### src/rtl/cheat_codes.sv
`default_nettype none
// ============================================================================
// Module   : cheat_codes
// Purpose  : Cheat-code table in the ROM read path; substitutes ROM bytes on
//            address hits. Define CHEAT_COMPARE_EN for compare-gated replacement.
// Revision : 1.0 - initial release
// ============================================================================
module cheat_codes #(
    parameter int MAX_CODES = 32,
    parameter int ADDR_W    = 16
) (
    input  logic              clk_sys,
    input  logic              RESET_n,
    input  logic              clear,
    input  logic              enable,
    input  logic [128:0]      code,
    input  logic [ADDR_W-1:0] addr,
    input  logic [7:0]        data_in,
    output logic [7:0]        data_out,
    output logic              available,
    output logic              full
);
    localparam int c_idx_w = (MAX_CODES > 1) ? $clog2(MAX_CODES) : 1;
    localparam int c_cnt_w = $clog2(MAX_CODES + 1);
    localparam logic [c_cnt_w-1:0] c_max_cnt = c_cnt_w'(MAX_CODES);

    logic              valid_q      [MAX_CODES];
    logic              valid_d      [MAX_CODES];
    logic [ADDR_W-1:0] entry_addr_q [MAX_CODES];
    logic [ADDR_W-1:0] entry_addr_d [MAX_CODES];
    logic [7:0]        rep_q        [MAX_CODES];
    logic [7:0]        rep_d        [MAX_CODES];
`ifdef CHEAT_COMPARE_EN
    logic              cmp_en_q     [MAX_CODES];
    logic              cmp_en_d     [MAX_CODES];
    logic [7:0]        cmp_q        [MAX_CODES];
    logic [7:0]        cmp_d        [MAX_CODES];
`endif

    logic [c_cnt_w-1:0] count_q, count_d;
    logic               available_q, available_d;
    logic               full_q, full_d;
    logic               hit_q, hit_d;
    logic [c_idx_w-1:0] hit_idx_q, hit_idx_d;

    logic [ADDR_W-1:0]  ld_addr;
    logic               ld_hit;
    logic [c_idx_w-1:0] ld_idx;
    logic               lk_hit;
    logic [c_idx_w-1:0] lk_idx;

    // Reserved flag bits and unused compare/address bits are deliberately dropped.
    logic unused_code;
    assign unused_code = ^code;

    // Descending scans leave the lowest matching index in the result.
    always_comb begin
        ld_addr = code[64 +: ADDR_W];
        ld_hit  = 1'b0;
        ld_idx  = '0;
        lk_hit  = 1'b0;
        lk_idx  = '0;
        for (int i = MAX_CODES - 1; i >= 0; i--) begin
            if (valid_q[i] && (entry_addr_q[i] == ld_addr)) begin
                ld_hit = 1'b1;
                ld_idx = c_idx_w'(i);
            end
            if (valid_q[i] && (entry_addr_q[i] == addr)) begin
                lk_hit = 1'b1;
                lk_idx = c_idx_w'(i);
            end
        end
    end

    always_comb begin
        valid_d      = valid_q;
        entry_addr_d = entry_addr_q;
        rep_d        = rep_q;
`ifdef CHEAT_COMPARE_EN
        cmp_en_d     = cmp_en_q;
        cmp_d        = cmp_q;
`endif
        count_d      = count_q;
        if (clear) begin
            for (int i = 0; i < MAX_CODES; i++) begin
                valid_d[i] = 1'b0;
            end
            count_d = '0;
        end else if (code[128]) begin
            // A known address is rewritten in place; a new one appends at count.
            for (int i = 0; i < MAX_CODES; i++) begin
                if (ld_hit ? (ld_idx == c_idx_w'(i)) : (count_q == c_cnt_w'(i))) begin
                    valid_d[i]      = 1'b1;
                    entry_addr_d[i] = ld_addr;
                    rep_d[i]        = code[7:0];
`ifdef CHEAT_COMPARE_EN
                    cmp_en_d[i]     = code[96];
                    cmp_d[i]        = code[39:32];
`endif
                end
            end
            if (!ld_hit && (count_q != c_max_cnt)) begin
                count_d = count_q + c_cnt_w'(1);
            end
        end
    end

    always_comb begin
        available_d = (count_d != '0);
        full_d      = (count_d == c_max_cnt);
        hit_d       = enable && lk_hit && !clear;
        hit_idx_d   = lk_idx;
    end

    always_ff @(posedge clk_sys or negedge RESET_n) begin
        if (!RESET_n) begin
            count_q     <= '0;
            available_q <= 1'b0;
            full_q      <= 1'b0;
            hit_q       <= 1'b0;
            hit_idx_q   <= '0;
            for (int i = 0; i < MAX_CODES; i++) begin
                valid_q[i]      <= 1'b0;
                entry_addr_q[i] <= '0;
                rep_q[i]        <= '0;
`ifdef CHEAT_COMPARE_EN
                cmp_en_q[i]     <= 1'b0;
                cmp_q[i]        <= '0;
`endif
            end
        end else begin
            count_q      <= count_d;
            available_q  <= available_d;
            full_q       <= full_d;
            hit_q        <= hit_d;
            hit_idx_q    <= hit_idx_d;
            valid_q      <= valid_d;
            entry_addr_q <= entry_addr_d;
            rep_q        <= rep_d;
`ifdef CHEAT_COMPARE_EN
            cmp_en_q     <= cmp_en_d;
            cmp_q        <= cmp_d;
`endif
        end
    end

    always_comb begin
        data_out = data_in;
        if (hit_q) begin
`ifdef CHEAT_COMPARE_EN
            if (!cmp_en_q[hit_idx_q] || (data_in == cmp_q[hit_idx_q])) begin
                data_out = rep_q[hit_idx_q];
            end
`else
            data_out = rep_q[hit_idx_q];
`endif
        end
    end

    assign available = available_q;
    assign full      = full_q;

endmodule
`default_nettype wire

### config.mk
export PLATFORM = sky130hd
export DESIGN_NAME = cheat_codes
export DESIGN_NICKNAME = d
export VERILOG_FILES = /design/src/rtl/cheat_codes.sv
export SDC_FILE = /design/constraint.sdc
export NUM_CORES = 2
export LEC_CHECK = 0
export CAP_MARGIN = 10
export CORE_MARGIN = 2
export CORE_UTILIZATION = 60
export DETAILED_ROUTE_END_ITERATION = 16
export HOLD_SLACK_MARGIN = 0.03
export PLACE_DENSITY = 0.78
export RECOVER_POWER = 25
export SLEW_MARGIN = 40
export SYNTH_ARGS = -nofsm -noshare
export SYNTH_HDL_FRONTEND = slang
export SYNTH_SLANG_ARGS = --single-unit
export TNS_END_PERCENT = 100
### constraint.sdc
create_clock -name clk_sys -period 11.1 [get_ports clk_sys]
set_clock_uncertainty 0.2 [all_clocks]
set_input_delay 1.11 -clock clk_sys [delete_from_list [all_inputs] [get_ports clk_sys]]
set_output_delay 1.11 -clock clk_sys [all_outputs]
set_load 0.005 [all_outputs]
== Yosys cells after proc, flatten, opt, wreduce, memory -nomap -nowiden ==
Index checks and enable logic that the tools add are counted.

* Add/subtract/negate cells: 1
* Order comparisons: 1
* Equality and inequality tests: 128
* Multiplexer cells: 201
* Bitwise operators: 2
* Reductions and logical operators: 169

{| class="wikitable"
|+ Operators with widths
! cell !! number
|-
| 16-bit == test || 64
|-
| 5-bit two-way mux || 64
|-
| 1-bit two-way mux || 128
|-
| 6-bit by 5-bit == test with 1-bit output (second input constant) || 16
|-
| 3-bit AND reduction || 32
|-
| 5-bit == test (second input constant) || 16
|-
| 1-bit logical AND || 67
|-
| 2-bit nonzero test || 33
|-
| 32-bit two-way mux || 2
|-
| 2-bit AND reduction || 32
|-
| 6-bit by 4-bit == test with 1-bit output (second input constant) || 8
|-
| 8-bit binary-select mux with 5-bit select || 1
|-
| 5-bit by 4-bit == test with 1-bit output (second input constant) || 8
|-
| 6-bit by 3-bit == test with 1-bit output (second input constant) || 4
|-
| 8-bit two-way mux || 3
|-
| 5-bit by 3-bit == test with 1-bit output (second input constant) || 4
|-
| 6-bit two-way mux || 3
|-
| 6-bit by 2-bit == test with 1-bit output (second input constant) || 2
|-
| 5-bit by 2-bit == test with 1-bit output (second input constant) || 2
|-
| 6-bit by 1-bit adder with 6-bit output (second input constant) || 1
|-
| 6-bit by 1-bit == test with 1-bit output (second input constant) || 1
|-
| 6-bit == test (second input constant) || 1
|-
| 6-bit greater-or-equal comparator (second input constant) || 1
|-
| 6-bit zero test || 1
|-
| other kinds (7) || 8
|}

* Bits in registers: 814
* Input bits: 157
* Output and inout bits: 10
* Word-level logic and storage cells: 603

== Depth between registers and ports, before layout ==
* Depth in word-level cells: 40
* Depth in mapped cells: 20
* Gate-level depth less buffers: 12

== Worst setup path after synthesis ==
OpenSTA, ideal clock, no wires.

* Path type: input -> register
* Start: input port code[69]
* End: register entry_addr_q[435] (netlist name)
* Setup time: 0.125 ns
* Arrival: 4.538 ns
* Required time: 10.775 ns
* Slack: 6.237 ns
* Stages: 16
* Buffers on the path: 5
* Cell sequence: buf_2 > buf_4 > buf_2 > xnor2_1 > or3b_2 > nor3_1 > nand4_1 > a21boi_1 > o211ai_1 > a2111oi_2 > o21ai_1 > nand2_2 > buf_6 > nor3_4 > buf_4 > mux2_2

* Longest elaborated chain between the ends: 37
* Elaborated cells on any way between the ends: 131
* Classes of those cells: eq/ne: 33; mux: 65; reduce/logical: 33

{| class="wikitable"
|+ Ends and longest elaborated chain
! what !! RTL line !! text
|-
| from (decl) || 16 || <nowiki>input logic [128:0] code,</nowiki>
|-
| 16-bit == test || 64 || <nowiki>if (valid_q[i] && (entry_addr_q[i] == ld_addr)) begin</nowiki>
|-
| 1-bit logical AND || 64 ||
|-
| 5-bit two-way mux (32 in a row) || 64 ||
|-
| 5-bit by 3-bit == test with 1-bit output || 92 || <nowiki>if (ld_hit ? (ld_idx == c_idx_w'(i)) : (count_q == c_cnt_w'(i))) begin</nowiki>
|-
| 1-bit two-way mux * || 92 ||
|-
| 3-bit AND reduction (no line) * || n/a ||
|-
| to (signal assigned) || 138 || <nowiki>entry_addr_q <= entry_addr_d;</nowiki>
|-
| to (decl) || 29 || <nowiki>logic [ADDR_W-1:0] entry_addr_q [MAX_CODES];</nowiki>
|}

Mark *: on every way between the ends. The rest lies on a longest branch, timed or not.
A chain may end at the register's enable or synchronous reset.

==> results.md <==
* Synth top cells by count: dfrtp_1 (814), mux2_2 (658), xor2_1 (542)
* Global-route wire length before repair at 201 mm
* Via count at 32,500
* Synth top area share at 42.9%
* CTS max path bufs at 3
* Clock transition at the registers of the reported paths at 0.06 ns
* Cells after Synth at 3,976
* Compound-cell area share of the yosys netlist at ~1.4%
* Critical Path Start Type: input pin
* CTS buffer count at 87
* Post-synthesis net count at 4,135
* Worst slew pin tran at 4.13 ns
* Most numerous cell in the Yosys netlist: dfrtp_1
* PwrDens at 139 nW/um2
* Fin Setup TNS at 0 ns
* Worst hold path type: register to register
* ANT cells at 0
* Share of layout cells above drive strength 1 at between 20% and 30%
* Largest family of logic cells by synthesized area: multiplexers
* Synth area leaders: dfrtp_1 (43%), mux2_2 (16%), xor2_1 (10%)
* Simple-gate share of the synthesized area at 10.7%
* Via count of the first global-routing pass at 32,600
* Post-CTS setup buffers at 0
* Core Box Area at 78,700 um2
* MaxCap Viol Count at 4
* H-tree lvl count at 3
* Fmax at around 150 MHz
* Kind of critical path: input pin to async pin
* # hold bufs at CTS at 0
* Clock root buffer: clkbuf_16
* Adder-Cell Fraction of Synth Area at 0.0527%
* Largest area contributor in the netlist: dfrtp_1
* Multi-input logic area at 25,600 um2
* Synth Flop Type: dfrtp_1
* PnR worst setup slack at between 4 and 5 ns
* Post_cts resized at 0
* Peak fanout along the critical path at 96
* Fin. Hold Viols at 0
* Crit path capture type: async pin
* Failing checks: capacitance limit, slew limit
* Critical Path AT at 7.46 ns
* Die height at about 290 um
* Final setup fails at 0
* Mapped Area at 47,500 um2
* Pin count of the biggest net entering global routing at 151
* Number of synthesis warnings at 0
* DIE WIDTH at 285 um
* Clock sinks at slightly above 800
* Row cnt at ~100
* Asr flop ratio synth at 100%
* HPWL after DPL at 80.1 mm
* P&R area growth vs syn at 8.60%
* Final Cycle Share at 62.1%
* Storage cell area at 20,400 um2
* Leak at between 20 and 25 nW
* Xor-xnor portion of the synthesized cell area at a little under a fifth
* Fillers at 5,777
* Synth Register Bits at between 800 and 900
* RSZ-0062 raised after global routing: false
* Initial antenna violation count at 0
* DRC violations left at 0
* Initial core utilization at 60.3%
* Vias per std cell at 6.47
* Iter 0 DRT Violations at 3,084
* Fin nets at 4,058
* Number of synthesized flops with an enable pin at 0
* GRT overflow at 0
* Gr usage total at 32.6%
* Routed WL at 133 mm
* Avg Inst Size Synth at 11.9 um2
* Post-DR wirelength/cell at 26.5 um
* Worst path required time at 11.68 ns
* Normalized max-slew margin at -176%
* Mux contribution to synthesized area at 22.4%
* Final min period at about 6.9 ns
* Ports at 167
* Final count of pins violating max slew at 249
* Final ANT Viol Nets at 0
* Total Die Area at just over 80,000 um2
* Placement Setup Slack at approximately 4.2 ns
* Max IR drop VDD at between 0.1 and 0.15 mV
* Number of port buffers at between 60 and 70
* Result of the run: complete, but fails checks
* Clock Latency Late Sink at 0.67 ns
* DRT Pass-1 Iters at 6
* CTS tree: yes
* Synth cell types at about 80
* Sequential fraction of the synthesis area at 42.9%
* GP Congestion at approximately 0.95
==> through the flow <==
step / instances / util [%] / hold slack [ns] / power (mW) / area [um2]
after global routing: 5017 / 65.5 / 0.308 / 7.39 / 51600
after CTS: 5015 / 65.5 / 0.288 / 7.18 / 51500
after detailed placement: 4858 / 61.6 / 0.274 / 4.12 / 48500
final: 5017 / 65.5 / 0.284 / 7.15 / 51600
after floorplan: 3976 / - / 0.253 / 3.84 / 47500
after global placement: 4852 / 61.3 / 0.262 / 4.09 / 48300
==> power breakdown <==
part	internal, mW	switching, mW
clock	1.80	1.27
combinational	0.360	0.520
sequential	3.09	0.117
==> sequential cells by signal, indices dropped and copies added (netlist names) <==
signal	count
full	1
available	1
hit_idx_q	5
count_q	6
hit_q	1
rep_q	256
entry_addr_q	512
valid_q	32
==> cell usage in the layout (no fill, tap or decap), types with 71 or more instances in the layout <==
cell type  instances
mux4_2            80
dfrtp_1          811
mux2_1            91
nand2_1          109
clkbuf_16         88
nor4_1           184
nor2_1            71
xnor2_1          488
nand4_1          143
xor2_1           542
mux2_2           658
==> cell families after synthesis <==
group	Yosys count
XOR/XNOR	1030
multiplexers	858
AND/OR/NAND/NOR	836
flip-flops	814
buffers and inverters	337
AO/OA/AOI/OAI	99
adder cells (fa/ha/maj)	2
==> final timing paths <==
path                                      to  cells after the start        startpoint  slack (ns)
setup reg to reg           entry_addr_q[375]                     13  entry_addr_q[16]        5.93
setup / recovery                  rep_q[184]                      5           RESET_n        4.21
max in group clk_sys       entry_addr_q[375]                     14          code[73]        4.74
min in group asynchronous   entry_addr_q[32]                      1           RESET_n        0.80
hold reg to reg                   rep_q[127]                      1        rep_q[127]        0.28
hold / removal                    rep_q[127]                      1        rep_q[127]        0.28
==> worst max-delay path, stage by stage <==
cell	delay, ns
clkbuf_1	1.38
clkbuf_1	2.91
clkbuf_1	0.98
buf_16	0.45
buf_16	0.40
==> area by class of cell <==
class | instances | share of cell area (%)
Timing Repair Buffer | 136 | 2.25
Clock buffer | 127 | 5.04
Tap cell | 1050 | 2.55
Inverter | 35 | 0.255
Clock inverter | 30 | 0.873
Multi-Input combinational cell | 2825 | 49.5
Sequential cell | 814 | 39.5
==> per-layer routing <==
layer	wire [um]	global-route usage, %
met1	53100	43.2
met4	7290	15.9
met5	0	0
met3	10600	5.36
met2	61700	52.5
Note: power is estimated with default switching activity, not from simulation.
